==> config.mk <==
export PLATFORM = sky130hd
export DESIGN_NAME = instr_controller_flat
export DESIGN_NICKNAME = d
export VERILOG_FILES = /design/src/rtl/instr_controller_if.sv /design/src/rtl/instr_controller.sv /design/src/flat_wrapper.sv
export SDC_FILE = /design/constraint.sdc
export NUM_CORES = 1
export LEC_CHECK = 0
export ABC_AREA = 1
export BUFFER_PORTS_ARGS = -buffer_cell sky130_fd_sc_hd__buf_4
export CORE_MARGIN = 2
export CORE_UTILIZATION = 45
export CTS_CLUSTER_SIZE = 12
export DETAILED_ROUTE_END_ITERATION = 8
export PLACE_DENSITY = 0.83
export SLEW_MARGIN = 20
export SYNTH_ARGS = -nofsm -noshare
export SYNTH_HDL_FRONTEND = slang
export SYNTH_SLANG_ARGS = --single-unit
export TNS_END_PERCENT = 10
==> constraint.sdc <==
create_clock -name clk -period 2.5 [get_ports clk]
set_input_delay 0.5 -clock clk [delete_from_list [all_inputs] [get_ports clk]]
set_output_delay 0.5 -clock clk [all_outputs]
set_load 0.05 [all_outputs]
==> src/rtl/instr_controller_if.sv <==
// Handshake and control bus between the instruction source, the decode/control
// FSM and the register-bank/ALU datapath.
interface instr_controller_if;
  logic        instr_valid;
  logic [15:0] instr;
  logic        instr_ready;
  logic [4:0]  Flags_in;
  logic [15:0] wEnable;
  logic [7:0]  opcode;
  logic [3:0]  Rdest_select;
  logic [3:0]  Rsrc_select;
  logic        Imm_select;
  logic [15:0] Imm_in;
  logic [4:0]  flags_q;
  logic        done;
  logic        illegal;

  modport master (
    output instr_valid, instr, Flags_in,
    input  instr_ready, wEnable, opcode, Rdest_select, Rsrc_select,
           Imm_select, Imm_in, flags_q, done, illegal
  );

  modport slave (
    input  instr_valid, instr, Flags_in,
    output instr_ready, wEnable, opcode, Rdest_select, Rsrc_select,
           Imm_select, Imm_in, flags_q, done, illegal
  );
endinterface

==> src/rtl/instr_controller.sv <==
// Four-state instruction decode/control FSM: accepts one 16-bit instruction,
// drives the datapath control bus, pulses a one-hot write and captures ALU flags.
module instr_controller #(
  parameter logic [3:0] CMP_EXT   = 4'b1011,
  parameter logic [3:0] UNSUP_OP0 = 4'b0100,
  parameter logic [3:0] UNSUP_OP1 = 4'b1100
) (
  input logic               clk,
  input logic               reset,
  instr_controller_if.slave bus
);

  typedef enum logic [1:0] {S_IDLE, S_DECODE, S_EXEC, S_WB} state_t;

  state_t      state, state_nxt;
  logic [15:0] ir_p0;
  logic        accept;

  logic [3:0]  op, rd, ext, rs;
  logic [7:0]  imm8;
  logic        unsup, writes;

  logic [7:0]  opcode_d;
  logic [3:0]  rdest_d, rsrc_d;
  logic        imm_sel_d;
  logic [15:0] imm_d;
  logic [15:0] wen_d;

  function automatic logic signed [15:0] sext8(input logic [7:0] v);
    return {{8{v[7]}}, v};
  endfunction

  assign bus.instr_ready = (state == S_IDLE) && reset;
  assign accept          = bus.instr_valid && bus.instr_ready;

  assign op     = ir_p0[15:12];
  assign rd     = ir_p0[11:8];
  assign ext    = ir_p0[7:4];
  assign rs     = ir_p0[3:0];
  assign imm8   = ir_p0[7:0];
  assign unsup  = (op == UNSUP_OP0) || (op == UNSUP_OP1);
  assign writes = !unsup && ((op == 4'h0) ? (ext != CMP_EXT) : (op != CMP_EXT));
  assign wen_d  = writes ? (16'd1 << rd) : 16'd0;

  always_ff @(posedge clk) begin
    if (!reset) state <= S_IDLE;
    else        state <= state_nxt;
  end

  always_comb begin
    state_nxt = state;
    case (state)
      S_IDLE:   if (accept) state_nxt = S_DECODE;
      S_DECODE: state_nxt = S_EXEC;
      S_EXEC:   state_nxt = S_WB;
      S_WB:     state_nxt = S_IDLE;
      default:  state_nxt = S_IDLE;
    endcase
  end

  // Unsupported instructions decode to an all-zero control word.
  always_comb begin
    opcode_d  = 8'h00;
    rdest_d   = 4'h0;
    rsrc_d    = 4'h0;
    imm_sel_d = 1'b0;
    imm_d     = 16'h0000;
    if (!unsup) begin
      rdest_d = rd;
      if (op == 4'h0) begin
        opcode_d = {4'h0, ext};
        rsrc_d   = rs;
      end else begin
        opcode_d  = {op, 4'h0};
        imm_sel_d = 1'b1;
        imm_d     = sext8(imm8);
      end
    end
  end

  // Instruction register: only loaded on an accepted handshake.
  always_ff @(posedge clk) begin
    if (accept) ir_p0 <= bus.instr;
  end

  always_ff @(posedge clk) begin
    if (!reset) begin
      bus.wEnable      <= 16'h0000;
      bus.opcode       <= 8'h00;
      bus.Rdest_select <= 4'h0;
      bus.Rsrc_select  <= 4'h0;
      bus.Imm_select   <= 1'b0;
      bus.Imm_in       <= 16'h0000;
      bus.flags_q      <= 5'h00;
      bus.done         <= 1'b0;
      bus.illegal      <= 1'b0;
    end else begin
      bus.done    <= 1'b0;
      bus.illegal <= 1'b0;
      case (state)
        S_DECODE: begin
          bus.opcode       <= opcode_d;
          bus.Rdest_select <= rdest_d;
          bus.Rsrc_select  <= rsrc_d;
          bus.Imm_select   <= imm_sel_d;
          bus.Imm_in       <= imm_d;
        end
        S_EXEC: begin
          if (!unsup) bus.flags_q <= bus.Flags_in;
          bus.wEnable <= wen_d;
          bus.done    <= 1'b1;
          bus.illegal <= unsup;
        end
        S_WB: bus.wEnable <= 16'h0000;
        default: ;
      endcase
    end
  end

endmodule

==> src/flat_wrapper.sv <==
// flat-port wrapper written by rule: the top's interface ports become plain ports
module instr_controller_flat 
#(
  parameter logic [3:0] CMP_EXT   = 4'b1011,
  parameter logic [3:0] UNSUP_OP0 = 4'b0100,
  parameter logic [3:0] UNSUP_OP1 = 4'b1100
)
  (clk, reset, bus_instr_valid, bus_instr, bus_Flags_in, bus_instr_ready, bus_wEnable, bus_opcode, bus_Rdest_select, bus_Rsrc_select, bus_Imm_select, bus_Imm_in, bus_flags_q, bus_done, bus_illegal);
  instr_controller_if bus_i ();
  input logic clk;
  input logic reset;
  input wire logic [$bits(bus_i.instr_valid)-1:0] bus_instr_valid;
  input wire logic [$bits(bus_i.instr)-1:0] bus_instr;
  input wire logic [$bits(bus_i.Flags_in)-1:0] bus_Flags_in;
  output wire logic [$bits(bus_i.instr_ready)-1:0] bus_instr_ready;
  output wire logic [$bits(bus_i.wEnable)-1:0] bus_wEnable;
  output wire logic [$bits(bus_i.opcode)-1:0] bus_opcode;
  output wire logic [$bits(bus_i.Rdest_select)-1:0] bus_Rdest_select;
  output wire logic [$bits(bus_i.Rsrc_select)-1:0] bus_Rsrc_select;
  output wire logic [$bits(bus_i.Imm_select)-1:0] bus_Imm_select;
  output wire logic [$bits(bus_i.Imm_in)-1:0] bus_Imm_in;
  output wire logic [$bits(bus_i.flags_q)-1:0] bus_flags_q;
  output wire logic [$bits(bus_i.done)-1:0] bus_done;
  output wire logic [$bits(bus_i.illegal)-1:0] bus_illegal;
  assign bus_i.instr_valid = bus_instr_valid;
  assign bus_i.instr = bus_instr;
  assign bus_i.Flags_in = bus_Flags_in;
  assign bus_instr_ready = bus_i.instr_ready;
  assign bus_wEnable = bus_i.wEnable;
  assign bus_opcode = bus_i.opcode;
  assign bus_Rdest_select = bus_i.Rdest_select;
  assign bus_Rsrc_select = bus_i.Rsrc_select;
  assign bus_Imm_select = bus_i.Imm_select;
  assign bus_Imm_in = bus_i.Imm_in;
  assign bus_flags_q = bus_i.flags_q;
  assign bus_done = bus_i.done;
  assign bus_illegal = bus_i.illegal;
  instr_controller #(.CMP_EXT(CMP_EXT), .UNSUP_OP0(UNSUP_OP0), .UNSUP_OP1(UNSUP_OP1)) u_core (.clk(clk), .reset(reset), .bus(bus_i));
endmodule
==> results of run 1 <==
## cell families (layout without fill, tap and decap cells)
logic type,Yosys count,after routing,synth area share [%]
adder cells (fa/ha/maj),5,5,2.295
AND/OR/NAND/NOR,125,125,22.95
buffers and inverters,45,123,8.215
flip-flops,66,66,54.34
AO/OA/AOI/OAI,60,60,12.21
## through the flow
stage               hold slack (ns)  area [um2]
floorplan                    0.5005        2726
global placement             0.4562        3317
detailed placement           0.4562        3317
CTS                          0.3103        3553
global route                 0.3089        3553
finish                       0.3268        3553
## Yosys cell counts
cell                        n
sky130_fd_sc_hd__buf_2      3
sky130_fd_sc_hd__nand3_1   24
sky130_fd_sc_hd__buf_12     1
sky130_fd_sc_hd__o21ai_0   17
sky130_fd_sc_hd__clkbuf_2   1
sky130_fd_sc_hd__a21oi_1   34
sky130_fd_sc_hd__ha_1       5
sky130_fd_sc_hd__buf_1      2
sky130_fd_sc_hd__inv_2      1
sky130_fd_sc_hd__buf_4      9
sky130_fd_sc_hd__nand2_1   45
sky130_fd_sc_hd__nand2_4    1
sky130_fd_sc_hd__inv_1     21
sky130_fd_sc_hd__a21oi_2    8
sky130_fd_sc_hd__clkbuf_1   7
sky130_fd_sc_hd__nor2_4     3
sky130_fd_sc_hd__dfxtp_1   50
sky130_fd_sc_hd__nor2_1    31
sky130_fd_sc_hd__nand3_2   12
sky130_fd_sc_hd__nand4_1    8
sky130_fd_sc_hd__a211oi_1   1
sky130_fd_sc_hd__nor3_1     1
sky130_fd_sc_hd__edfxtp_1  16
## worst max path at each step
stage                               start  slack [ns]  cells after the start                         end
after floorplan                     reset        0.44                      4             u_core.ir_p0[0]
after detailed placement  u_core.state[1]        0.97                      5  u_core.bus.Rdest_select[1]
after global routing      u_core.state[0]        0.54                      5             bus_instr_ready
final                     u_core.state[0]        0.64                      5             bus_instr_ready
after CTS                 u_core.state[0]        0.62                      5             bus_instr_ready
after global placement              reset        0.99                      4             bus_instr_ready
## sequential cells by signal, summed over array words and instances, names as in the netlist
register,cells
u_core.bus.opcode,8
u_core.ir_p0,16
u_core.bus.Imm_select,1
u_core.bus.Rsrc_select,4
u_core.bus.Rdest_select,4
u_core.bus.illegal,1
u_core.bus.wEnable,16
u_core.bus.done,1
u_core.bus.Imm_in,8
u_core.bus.flags_q,5
u_core.state,2
## critical path, cell delays in order (launching register included)
cell and delay [ns]:
sky130_fd_sc_hd__dfxtp_1 0.37, sky130_fd_sc_hd__inv_1 0.10, sky130_fd_sc_hd__ha_1 0.23, sky130_fd_sc_hd__nand2_1 0.10
sky130_fd_sc_hd__inv_1 0.04, sky130_fd_sc_hd__buf_4 0.18
## cell type report
cell class	count	area share, %
flip-flops and latches	66	41.69
multi-input cells	190	28.73
repair buffers	85	17.96
clock buffers	10	4.190
well taps	75	2.641
clock inverters	6	2.465
inverters	22	2.324
## power by group through the flow
stage | Sequential, mW | Clock (mW) | Combinational, mW
detailed placement | 1.44 | 0 | 1.50
global route | 1.44 | 1.09 | 1.61
finish | 1.42 | 1.03 | 1.50
CTS | 1.42 | 1.06 | 1.51
global placement | 1.43 | 0 | 1.47
floorplan | 1.91 | 0 | 0.612
## per-layer routing
layer / part of all wire, % / vias up / GRT usage, %
met5: 0 / - / 0
met4: 1.4 / 0 / 7.167
met3: 7.9 / 8 / 6.923
met2: 46 / 87 / 27.97
met1: 44 / 1036 / 23.69
li1: - / 1142 / -
==> impl_table.tex, run 1 <==
\begin{tabular}{lr}
\hline
Metric & Value \\
\hline
\multicolumn{2}{l}{\textbf{Final layout}} \\
Most common cell after layout, fill and taps aside & sky130\_fd\_sc\_hd\_\_buf\_4 \\
Area taken by flip-flops and latches & 1481 um2 \\
Multi-input gate area & 1021 um2 \\
Layout overhead on the synthesized area & 30.34\% \\
Most frequent cells in the layout & sky130\_fd\_sc\_hd\_\_buf\_4 (85), sky130\_fd\_sc\_hd\_\_dfxtp\_1 (50), sky130\_fd\_sc\_hd\_\_nand2\_1 (45), sky130\_fd\_sc\_hd\_\_a21oi\_1 (34), sky130\_fd\_sc\_hd\_\_nor2\_1 (31) \\
\# nets final & 403 \\
Layout cells sized above 1 & 32.98\% \\
Number of diodes & 0 \\
Fill cell count & 517 \\
Cell Count, Final, Fillers Out & 454 \\
Final core occ & 60.37\% \\
\multicolumn{2}{l}{\textbf{Flow run}} \\
Max Cap Violations & 0 \\
\multicolumn{2}{l}{\textbf{Power and ir drop}} \\
Internal & 2.329 mW \\
Logic gate share of total power & 37.9\% \\
Static Leak & 1.481 nW \\
Design Power & 3.945 mW \\
Share of total power consumed by net switching & 40.95\% \\
Peak supply drop & 0.6578 mV \\
Ratio of total power to cell area & 1110 nW/um2 \\
Switch Pwr & 1.616 mW \\
Sequential power share & 35.9\% \\
Clock share of power & 26.2\% \\
\multicolumn{2}{l}{\textbf{Floorplan}} \\
Standard cell core area & 5886 um2 \\
I/O pin cnt & 81 \\
Horizontal die dimension & 81.84 um \\
Die Ht & 81.84 um \\
Die Footprint & 6697 um2 \\
Effective utilization at floorplan & 46.32\% \\
Std cell rows & 28 \\
\multicolumn{2}{l}{\textbf{Yosys}} \\
Number of distinct library cell variants in the gate-level netlist after synthesis & 23 \\
Number of instances in the synthesized netlist & 301 \\
Mean Syn Cell Area & 9.058 um2 \\
Post-synthesis register bit count & 66 \\
Area leader, netlist & sky130\_fd\_sc\_hd\_\_dfxtp\_1 \\
Area fraction of the dominant cell type after synthesis & 36.71\% \\
Net Count, Synth & 330 \\
Total of warnings raised by yosys & 0 \\
Largest cells by area after synthesis & sky130\_fd\_sc\_hd\_\_dfxtp\_1 (37\%), sky130\_fd\_sc\_hd\_\_edfxtp\_1 (18\%), sky130\_fd\_sc\_hd\_\_a21oi\_1 (6.2\%), sky130\_fd\_sc\_hd\_\_nand2\_1 (6.2\%), sky130\_fd\_sc\_hd\_\_nand3\_1 (4.4\%) \\
Sequential share of the synthesized area & 54.34\% \\
Total standard cell area after synthesis & 2726 um2 \\
\multicolumn{2}{l}{\textbf{Placement}} \\
Gpl congestion & 0.8983 \\
Detailed Place HPWL & 4.127 mm \\
Total placed cells including tap cells & 438 \\
PortBufs & 80 \\
Worst slack at placement & 0.9655 ns \\
\multicolumn{2}{l}{\textbf{STA}} \\
Aggregate negative setup slack & 0 ns \\
Total count of hold-check failures in the final report & 0 \\
Min Tclk post-route & 1.862 ns \\
Tcrit/Tclk final & 74.46\% \\
Final worst-path setup slack & 0.6384 ns \\
Clk\_skew & 0.008170 ns \\
Setup repair after global routing missed its margin & no \\
Setup-violating endpoint count in the final report & 0 \\
Relative slew slack & 70.25\% \\
Pins over their slew limit & 0 \\
Tightest Pin Transition & 0.4457 ns \\
Max Clock Freq & 537.2 MHz \\
\multicolumn{2}{l}{\textbf{Clock tree}} \\
CTS max path bufs & 2 \\
Clock tree root buffer cell & sky130\_fd\_sc\_hd\_\_clkbuf\_8 \\
Number of buffers added to fix hold violations after cts & 0 \\
Number of buffers added for setup after CTS & 0 \\
Clk pin slew, worst setup/hold paths & 0.07 ns \\
Clock latency reported for the late side of the worst-skew pair & 0.34 ns \\
Total CTS buffers & 9 \\
Sinks on Clock Net & 66 \\
Clock H-tree levels & 3 \\
Quantity of gates resized following cts & 0 \\
CTS tree & yes \\
\multicolumn{2}{l}{\textbf{GRT}} \\
Largest net degree at the start of global routing & 28 \\
Global-route usage over all layers & 18.39\% \\
First-pass GRT wire length & 9.321 mm \\
Via count of the first global-routing pass & 2098 \\
Antenna violations before repair & 0 \\
Global-route congestion overflow total & 0 \\
\multicolumn{2}{l}{\textbf{Setup path}} \\
Startpoint type of the worst setup path & register \\
Number of cells traversed by the worst register-to-register path & 8 \\
WP data arrival & 1.36 ns \\
Highest fanout seen on the critical path & 4 \\
Required time at the worst-slack endpoint & 2.00 ns \\
Endpoint of the worst-slack reg-to-reg timing path & u\_core.bus.wEnable[5] \\
Critical path type & register to output pin \\
Reg2reg start & u\_core.state[0] \\
Register-to-register setup slack & 0.94 ns \\
Crit. End Element & output pin \\
\multicolumn{2}{l}{\textbf{Hold path}} \\
Worst hold path endpoint & u\_core.ir\_p0[4] \\
Worst hold path stage count & 1 \\
Worst min-delay path startpoint & bus\_instr[4] \\
Hold/Removal Path Class & input port to register \\
\multicolumn{2}{l}{\textbf{Route}} \\
DRC & 0 \\
DRC marker count from the first detailed-route iteration & 111 \\
Via total after detailed routing & 2273 \\
Routed len/inst & 12.98 um \\
Antenna violation net count after detailed routing & 0 \\
DRT Pass-1 Iters & 4 \\
Final Routed Wirelength & 5.891 mm \\
Avg Vias per Cell & 5.007 \\
\multicolumn{2}{l}{\textbf{Outcome}} \\
Result of the run & complete, no violations \\
\hline
\end{tabular}
(Power assumes the default switching activity.)
==> inputs of run 2 (changes only) <==
- ABC_AREA: 1 -> 0
- PLACE_DENSITY: 0.83 -> 0.84
- clock period: 2.5 -> 1.75 ns (I/O delays scaled with it)
==> run 2 against run 1 <==
Net effect: clock-buffer cell count up 4; flip-flop and latch count did not move; critical path depth fell by 1; critical path type is now register to register; non-clock buffer count up 3; sequential power is 33% higher; global-route usage increased by 0.39 points.
==> impl_table.tex, run 2 <==
\begin{tabular}{lr}
\hline
Metric & Value \\
\hline
\multicolumn{2}{l}{\textbf{Route}} \\
Via total after detailed routing & 1977 (was 2273) \\
DRC & 0 (unchanged) \\
Final Routed Wirelength & 5.751 mm (was 5.891 mm) \\
DRT Pass-1 Iters & 4 (unchanged) \\
DRC marker count from the first detailed-route iteration & 138 (was 111) \\
Avg Vias per Cell & 4.918 (was 5.007) \\
Routed len/inst & 14.31 um (was 12.98 um) \\
Antenna violation net count after detailed routing & 0 (unchanged) \\
\multicolumn{2}{l}{\textbf{Yosys}} \\
Post-synth ARST share & 0\% (unchanged) \\
Post-synth EDFFs & 16 (unchanged) \\
Number of instances in the synthesized netlist & 244 (was 301) \\
Number of distinct library cell variants in the gate-level netlist after synthesis & 32 (was 23) \\
Total of warnings raised by yosys & 0 (unchanged) \\
Most repeated cell in the gate-level netlist after synthesis & sky130\_fd\_sc\_hd\_\_dfxtp\_1 (unchanged) \\
Mean Syn Cell Area & 10.49 um2 (was 9.058 um2) \\
Largest cells by area after synthesis & sky130\_fd\_sc\_hd\_\_dfxtp\_1 (39\%), sky130\_fd\_sc\_hd\_\_edfxtp\_1 (19\%), sky130\_fd\_sc\_hd\_\_nor2b\_1 (11\%), sky130\_fd\_sc\_hd\_\_a21oi\_1 (4.1\%), sky130\_fd\_sc\_hd\_\_nand2\_1 (3.7\%) (was sky130\_fd\_sc\_hd\_\_dfxtp\_1 (37\%), sky130\_fd\_sc\_hd\_\_edfxtp\_1 (18\%), sky130\_fd\_sc\_hd\_\_a21oi\_1 (6.2\%), sky130\_fd\_sc\_hd\_\_nand2\_1 (6.2\%), sky130\_fd\_sc\_hd\_\_nand3\_1 (4.4\%)) \\
Area fraction of the dominant cell type after synthesis & 39.10\% (was 36.71\%) \\
Commonest cells in the netlist & sky130\_fd\_sc\_hd\_\_dfxtp\_1 (50), sky130\_fd\_sc\_hd\_\_nor2b\_1 (46), sky130\_fd\_sc\_hd\_\_nand2\_1 (25) (was sky130\_fd\_sc\_hd\_\_dfxtp\_1 (50), sky130\_fd\_sc\_hd\_\_nand2\_1 (45), sky130\_fd\_sc\_hd\_\_a21oi\_1 (34)) \\
Leading register cell type out of synthesis & sky130\_fd\_sc\_hd\_\_dfxtp\_1 (unchanged) \\
Net Count, Synth & 273 (was 330) \\
Total standard cell area after synthesis & 2560 um2 (was 2726 um2) \\
Area leader, netlist & sky130\_fd\_sc\_hd\_\_dfxtp\_1 (unchanged) \\
Post-synthesis register bit count & 66 (unchanged) \\
Sequential share of the synthesized area & 57.87\% (was 54.34\%) \\
\multicolumn{2}{l}{\textbf{Clock tree}} \\
Clock tree root buffer cell & sky130\_fd\_sc\_hd\_\_clkbuf\_8 (unchanged) \\
Quantity of gates resized following cts & 0 (unchanged) \\
Sinks on Clock Net & 66 (unchanged) \\
CTS max path bufs & 2 (unchanged) \\
Number of buffers added for setup after CTS & 0 (unchanged) \\
Number of buffers added to fix hold violations after cts & 0 (unchanged) \\
Clock latency reported for the late side of the worst-skew pair & 0.34 ns (about the same) \\
Clk pin slew, worst setup/hold paths & 0.07 ns (about the same) \\
CTS tree & yes (unchanged) \\
Clock H-tree levels & 3 (unchanged) \\
Total CTS buffers & 9 (unchanged) \\
\multicolumn{2}{l}{\textbf{Placement}} \\
Gpl congestion & 0.7505 (was 0.8983) \\
PortBufs & 80 (unchanged) \\
Placed instance area & 3204 um2 (was 3317 um2) \\
Worst slack at placement & 0.07548 ns (was 0.9655 ns) \\
Detailed Place HPWL & 4.046 mm (was 4.127 mm) \\
\multicolumn{2}{l}{\textbf{Final layout}} \\
Most frequent cells in the layout & sky130\_fd\_sc\_hd\_\_buf\_4 (88), sky130\_fd\_sc\_hd\_\_dfxtp\_1 (50), sky130\_fd\_sc\_hd\_\_nor2b\_1 (46), sky130\_fd\_sc\_hd\_\_nand2\_1 (25), sky130\_fd\_sc\_hd\_\_a21oi\_1 (21) (was sky130\_fd\_sc\_hd\_\_buf\_4 (85), sky130\_fd\_sc\_hd\_\_dfxtp\_1 (50), sky130\_fd\_sc\_hd\_\_nand2\_1 (45), sky130\_fd\_sc\_hd\_\_a21oi\_1 (34), sky130\_fd\_sc\_hd\_\_nor2\_1 (31)) \\
Area taken by flip-flops and latches & 1481 um2 (unchanged) \\
Final core occ & 61.71\% (was 60.37\%) \\
Layout overhead on the synthesized area & 32.75\% (was 30.34\%) \\
Most common cell after layout, fill and taps aside & sky130\_fd\_sc\_hd\_\_buf\_4 (unchanged) \\
\# nets final & 354 (was 403) \\
Multi-input gate area & 953.4 um2 (was 1021 um2) \\
Number of diodes & 0 (unchanged) \\
Final instance area & 3398 um2 (was 3553 um2) \\
Layout cells sized above 1 & 32.73\% (was 32.98\%) \\
Registers with the most flip-flops & u\_core.bus.wEnable: 16 flops, u\_core.ir\_p0: 16 flops (unchanged) \\
Fill cell count & 457 (was 517) \\
\multicolumn{2}{l}{\textbf{STA}} \\
Setup-violating endpoint count in the final report & 0 (unchanged) \\
Max Clock Freq & 585.3 MHz \\
Clk\_skew & 0.008095 ns (was 0.008170 ns) \\
Min Tclk post-route & 1.709 ns \\
Setup repair after global routing missed its margin & no (unchanged) \\
Tcrit/Tclk final & 97.63\% \\
Tightest Pin Transition & 0.7426 ns (was 0.4457 ns) \\
Aggregate negative setup slack & 0 ns (unchanged) \\
Relative slew slack & 50.49\% (was 70.25\%) \\
Pins over their slew limit & 0 (unchanged) \\
Final worst-path setup slack & 0.04143 ns (was 0.6384 ns) \\
Total count of hold-check failures in the final report & 0 (unchanged) \\
\multicolumn{2}{l}{\textbf{Power and ir drop}} \\
Ratio of total power to cell area & 1396 nW/um2 (was 1110 nW/um2) \\
Design Power & 4.743 mW (was 3.945 mW) \\
Peak supply drop & 0.7341 mV (was 0.6578 mV) \\
Static Leak & 1.454 nW (was 1.481 nW) \\
\multicolumn{2}{l}{\textbf{Setup path}} \\
Register-to-register setup slack & 0.04 ns (was 0.94 ns) \\
Number of cells traversed by the worst register-to-register path & 4 (was 8) \\
Critical path type & register to register (was register to output pin) \\
Startpoint type of the worst setup path & register (unchanged) \\
Crit. End Element & register (was output pin) \\
Setup crit end & u\_core.bus.wEnable[14] (was bus\_instr\_ready) \\
WP data arrival & 1.94 ns (was 1.36 ns) \\
Reg2reg start & u\_core.ir\_p0[12] (was u\_core.state[0]) \\
Highest fanout seen on the critical path & 5 (was 4) \\
Crit path launch & u\_core.ir\_p0[12] (was u\_core.state[0]) \\
Required time at the worst-slack endpoint & 1.98 ns (was 2.00 ns) \\
Endpoint of the worst-slack reg-to-reg timing path & u\_core.bus.wEnable[14] (was u\_core.bus.wEnable[5]) \\
\multicolumn{2}{l}{\textbf{Floorplan}} \\
Die Ht & 79.43 um (was 81.84 um) \\
Effective utilization at floorplan & 46.49\% (was 46.32\%) \\
Standard cell core area & 5507 um2 (was 5886 um2) \\
Std cell rows & 27 (was 28) \\
Die Footprint & 6308 um2 (was 6697 um2) \\
I/O pin cnt & 81 (unchanged) \\
Horizontal die dimension & 79.43 um (was 81.84 um) \\
\multicolumn{2}{l}{\textbf{GRT}} \\
Global-route usage over all layers & 18.78\% (was 18.39\%) \\
GRT busiest layer & met2 (unchanged) \\
Met2 Track Usage GR & 28.99\% (was 27.97\%) \\
Antenna violations before repair & 0 (unchanged) \\
Global-route congestion overflow total & 0 (unchanged) \\
Via count of the first global-routing pass & 1906 (was 2098) \\
Largest net degree at the start of global routing & 35 (was 28) \\
First-pass GRT wire length & 8.921 mm (was 9.321 mm) \\
GR met1 Demand/Resource & 23.90\% (was 23.69\%) \\
Global-route met3 utilization & 4.525\% (was 6.923\%) \\
\multicolumn{2}{l}{\textbf{Outcome}} \\
Result of the run & complete, no violations (unchanged) \\
\multicolumn{2}{l}{\textbf{Flow run}} \\
Max Cap Violations & 0 (unchanged) \\
\multicolumn{2}{l}{\textbf{Hold path}} \\
Hold/Removal Path Class & input port to register (unchanged) \\
Worst min-delay path startpoint & bus\_instr[11] (was bus\_instr[4]) \\
\hline
\end{tabular}
run 2: metal layers:
| metal | routed length [um] | share of wire [%] |
|---|---|---|
| met3 | 346 | 6.0 |
| met5 | 0 | 0 |
| met4 | 149 | 2.6 |
| met1 | 2483 | 43 |
| met2 | 2772 | 48 |
run 2: layout make-up:
class | count | area share [%]
Multi-Input combinational cell | 152 | 28.06
Tap cell | 72 | 2.651
Inverter | 8 | 0.8837
Sequential cell | 66 | 43.59
Timing Repair Buffer | 88 | 19.44
Clock buffer | 14 | 5.081
Clock inverter | 2 | 0.2946
run 2: worst min-delay path by stage:
stage / slack [ns] / cells after the start / endpoint
3_3_place_gp: 0.44 / 2 / u_core.bus.wEnable[9]
3_5_place_dp: 0.45 / 2 / u_core.bus.wEnable[2]
4_1_cts: 0.17 / 1 / u_core.ir_p0[11]
6_report: 0.19 / 1 / u_core.ir_p0[11]
5_1_grt: 0.17 / 1 / u_core.ir_p0[11]
2_1_floorplan: 0.45 / 0 / u_core.ir_p0[0]
run 2: critical path, cell delays in order (launching register included):
cell and delay [ns]:
sky130_fd_sc_hd__edfxtp_1 0.44, sky130_fd_sc_hd__nor4b_1 0.37, sky130_fd_sc_hd__o21bai_1 0.21, sky130_fd_sc_hd__o2111a_2 0.33, sky130_fd_sc_hd__a32o_1 0.26
run 2: logic make-up (layout without fill, tap and decap cells):
logic type | Yosys count | count (layout) | synth area share, %
flops | 66 | 66 | 57.87
buf+inv | 26 | 112 | 5.327
fa+ha+maj | 5 | 5 | 2.444
mux | 3 | 3 | 1.173
simple gates | 92 | 92 | 20.33
compound gates | 52 | 52 | 12.86
run 2: power breakdown:
part	switching, mW	internal, mW	total [mW]	leakage (nW)
clock network	0.555	0.627	1.18	0.0965
logic	1.13	0.544	1.67	0.804
registers	0.126	1.76	1.89	0.553
total	1.81	2.93	4.74	1.45
run 2: stage by stage:
stage                     hold WS, ns  std cells
after floorplan                0.4489        244
after global placement         0.4403        386
after detailed placement       0.4457        386
after CTS                      0.1701        402
after global routing           0.1712        402
final                          0.1851        402
==> inputs of run 3 (changes only) <==
- PLACE_DENSITY: 0.84 -> 0.72
==> run 3 against run 2 <==
Net effect: register-to-register slack better by 0.04 ns; worst hold slack about the same; die area unchanged; cell count unchanged; core utilization up 0.14 points; critical endpoint unchanged; worst setup slack better by 0.039 ns; routed wire length down 5.3%; largest cell class unchanged; critical path depth unchanged; highest routed layer unchanged; combinational power about the same.
==> impl_table.tex, run 3 (synthesis gave the netlist of run 2 again) <==
\begin{tabular}{lr}
\hline
Metric & Value \\
\hline
\multicolumn{2}{l}{\textbf{Clock tree}} \\
Number of buffers added to fix hold violations after cts & 0 (unchanged) \\
Clk pin slew, worst setup/hold paths & 0.07 ns (about the same) \\
Number of buffers added for setup after CTS & 0 (unchanged) \\
Clock latency reported for the late side of the worst-skew pair & 0.33 ns (was 0.34 ns) \\
CTS max path bufs & 2 (unchanged) \\
CTS tree & yes (unchanged) \\
Sinks on Clock Net & 66 (unchanged) \\
Clock tree root buffer cell & sky130\_fd\_sc\_hd\_\_clkbuf\_8 (unchanged) \\
Clock H-tree levels & 3 (unchanged) \\
Total CTS buffers & 9 (unchanged) \\
\multicolumn{2}{l}{\textbf{STA}} \\
Clk\_skew & 0.009069 ns (was 0.008095 ns) \\
Setup-violating endpoint count in the final report & 0 (unchanged) \\
Pins over their slew limit & 0 (unchanged) \\
Min Tclk post-route & 1.670 ns (was 1.709 ns) \\
Tightest Pin Transition & 0.7796 ns (was 0.7426 ns) \\
Tcrit/Tclk final & 95.41\% (was 97.63\%) \\
Setup repair after global routing missed its margin & yes (was no) \\
Relative slew slack & 47.92\% (was 50.49\%) \\
Total count of hold-check failures in the final report & 0 (unchanged) \\
Max Clock Freq & 598.9 MHz (was 585.3 MHz) \\
Aggregate negative setup slack & 0 ns (unchanged) \\
Final worst-path setup slack & 0.08034 ns (was 0.04143 ns) \\
\multicolumn{2}{l}{\textbf{Outcome}} \\
Result of the run & complete, no violations (unchanged) \\
\multicolumn{2}{l}{\textbf{GRT}} \\
Largest net degree at the start of global routing & 24 (was 35) \\
Global-route usage over all layers & 18.59\% (was 18.78\%) \\
First-pass GRT wire length & 8.894 mm (was 8.921 mm) \\
Via count of the first global-routing pass & 1906 (unchanged) \\
Antenna violations before repair & 0 (unchanged) \\
Global-route congestion overflow total & 0 (unchanged) \\
\multicolumn{2}{l}{\textbf{Route}} \\
DRT Pass-1 Iters & 4 (unchanged) \\
Antenna violation net count after detailed routing & 0 (unchanged) \\
DRC & 0 (unchanged) \\
DRC marker count from the first detailed-route iteration & 79 (was 138) \\
Final Routed Wirelength & 5.448 mm (was 5.751 mm) \\
Avg Vias per Cell & 4.811 (was 4.918) \\
Via total after detailed routing & 1934 (was 1977) \\
Routed len/inst & 13.55 um (was 14.31 um) \\
\multicolumn{2}{l}{\textbf{Final layout}} \\
Most frequent cells in the layout & sky130\_fd\_sc\_hd\_\_buf\_4 (88), sky130\_fd\_sc\_hd\_\_dfxtp\_1 (49), sky130\_fd\_sc\_hd\_\_nor2b\_1 (46), sky130\_fd\_sc\_hd\_\_nand2\_1 (25), sky130\_fd\_sc\_hd\_\_a21oi\_1 (21) (was sky130\_fd\_sc\_hd\_\_buf\_4 (88), sky130\_fd\_sc\_hd\_\_dfxtp\_1 (50), sky130\_fd\_sc\_hd\_\_nor2b\_1 (46), sky130\_fd\_sc\_hd\_\_nand2\_1 (25), sky130\_fd\_sc\_hd\_\_a21oi\_1 (21)) \\
Most common cell after layout, fill and taps aside & sky130\_fd\_sc\_hd\_\_buf\_4 (unchanged) \\
\# nets final & 354 (unchanged) \\
Registers with the most flip-flops & u\_core.bus.wEnable: 16 flops, u\_core.ir\_p0: 16 flops (unchanged) \\
Layout cells sized above 1 & 32.12\% (was 32.73\%) \\
Number of diodes & 0 (unchanged) \\
Layout overhead on the synthesized area & 33.04\% (was 32.75\%) \\
\multicolumn{2}{l}{\textbf{Hold path}} \\
Hold/Removal Path Class & input port to register (unchanged) \\
Worst hold path endpoint & u\_core.ir\_p0[6] (was u\_core.ir\_p0[11]) \\
Worst hold path stage count & 1 (unchanged) \\
Worst min-delay path startpoint & bus\_instr[6] (was bus\_instr[11]) \\
\multicolumn{2}{l}{\textbf{Power and ir drop}} \\
Peak supply drop & 0.8763 mV (was 0.7341 mV) \\
Design Power & 4.813 mW (was 4.743 mW) \\
Ratio of total power to cell area & 1413 nW/um2 (was 1396 nW/um2) \\
Static Leak & 1.457 nW (was 1.454 nW) \\
\multicolumn{2}{l}{\textbf{Floorplan}} \\
Horizontal die dimension & 79.43 um (unchanged) \\
Standard cell core area & 5507 um2 (unchanged) \\
Die Footprint & 6308 um2 (unchanged) \\
I/O pin cnt & 81 (unchanged) \\
Effective utilization at floorplan & 46.49\% (unchanged) \\
Die Ht & 79.43 um (unchanged) \\
Std cell rows & 27 (unchanged) \\
\multicolumn{2}{l}{\textbf{Setup path}} \\
Critical path type & register to register (unchanged) \\
Reg2reg start & u\_core.ir\_p0[12] (unchanged) \\
Highest fanout seen on the critical path & 5 (unchanged) \\
Endpoint of the worst-slack reg-to-reg timing path & u\_core.bus.wEnable[14] (unchanged) \\
Crit. End Element & register (unchanged) \\
WP data arrival & 1.90 ns (was 1.94 ns) \\
Required time at the worst-slack endpoint & 1.98 ns (about the same) \\
Number of cells traversed by the worst register-to-register path & 4 (unchanged) \\
Startpoint type of the worst setup path & register (unchanged) \\
Crit path launch & u\_core.ir\_p0[12] (unchanged) \\
Register-to-register setup slack & 0.08 ns (was 0.04 ns) \\
\multicolumn{2}{l}{\textbf{Placement}} \\
Gpl congestion & 0.7538 (was 0.7505) \\
Detailed Place HPWL & 3.931 mm (was 4.046 mm) \\
PortBufs & 80 (unchanged) \\
Worst slack at placement & 0.09562 ns (was 0.07548 ns) \\
\multicolumn{2}{l}{\textbf{Flow run}} \\
Max Cap Violations & 0 (unchanged) \\
\hline
\end{tabular}
==> run 3: layout make-up <==
type	count	area (um2)
clock buffers	14	162.7
repair buffers	88	660.6
flip-flops and latches	66	1483
clock inverters	2	35.03
multi-input cells	152	944.7
inverters	8	30.03
fillers	471	2101
well taps	72	90.09
==> run 3: worst max path at each step <==
stage	to	cells after the start
final	u_core.bus.wEnable[14]	4
after global routing	u_core.bus.wEnable[3]	4
after CTS	bus_instr_ready	4
after detailed placement	u_core.bus.wEnable[14]	4
after global placement	u_core.bus.wEnable[13]	4
after floorplan	u_core.bus.wEnable[12]	5
==> run 3: power breakdown <==
| part | internal, mW | leakage (nW) | switching [mW] |
|---|---|---|---|
| clock | 0.736 | 0.101 | 0.540 |
| sequential | 1.76 | 0.553 | 0.126 |
| combinational | 0.541 | 0.803 | 1.11 |
==> run 3: critical path: stages, from the launching register on <==
cell and delay [ns]:
sky130_fd_sc_hd__edfxtp_1 0.44, sky130_fd_sc_hd__nor4b_1 0.34, sky130_fd_sc_hd__o21bai_1 0.20, sky130_fd_sc_hd__o2111a_2 0.33
sky130_fd_sc_hd__a32o_1 0.26
==> run 3: timing repair <==
action / 4_1_cts / 5_1_grt
resized for setup: 1 / 1
pin swaps: 0 / 0
setup endpoints to repair: 1 / 15
==> run 3: routing by layer <==
layer	global-route usage, %	part of all wire [%]	vias to the layer above
met5	0	0	-
met1	23.48	44	881
met2	29.33	48	58
met3	4.186	5.2	11
li1	-	-	984
met4	10.52	2.5	0
==> run 3: metrics by stage <==
stage                     util, %  cells  instance area, um2  hold WS [ns]
final                       61.85    402                3406        0.1854
after global routing        61.85    402                3406        0.1738
after CTS                   61.80    402                3403        0.1808
after detailed placement    58.19    386                3204        0.4462
after global placement      58.19    386                3204        0.4405
after floorplan                 -    244                2560        0.4489
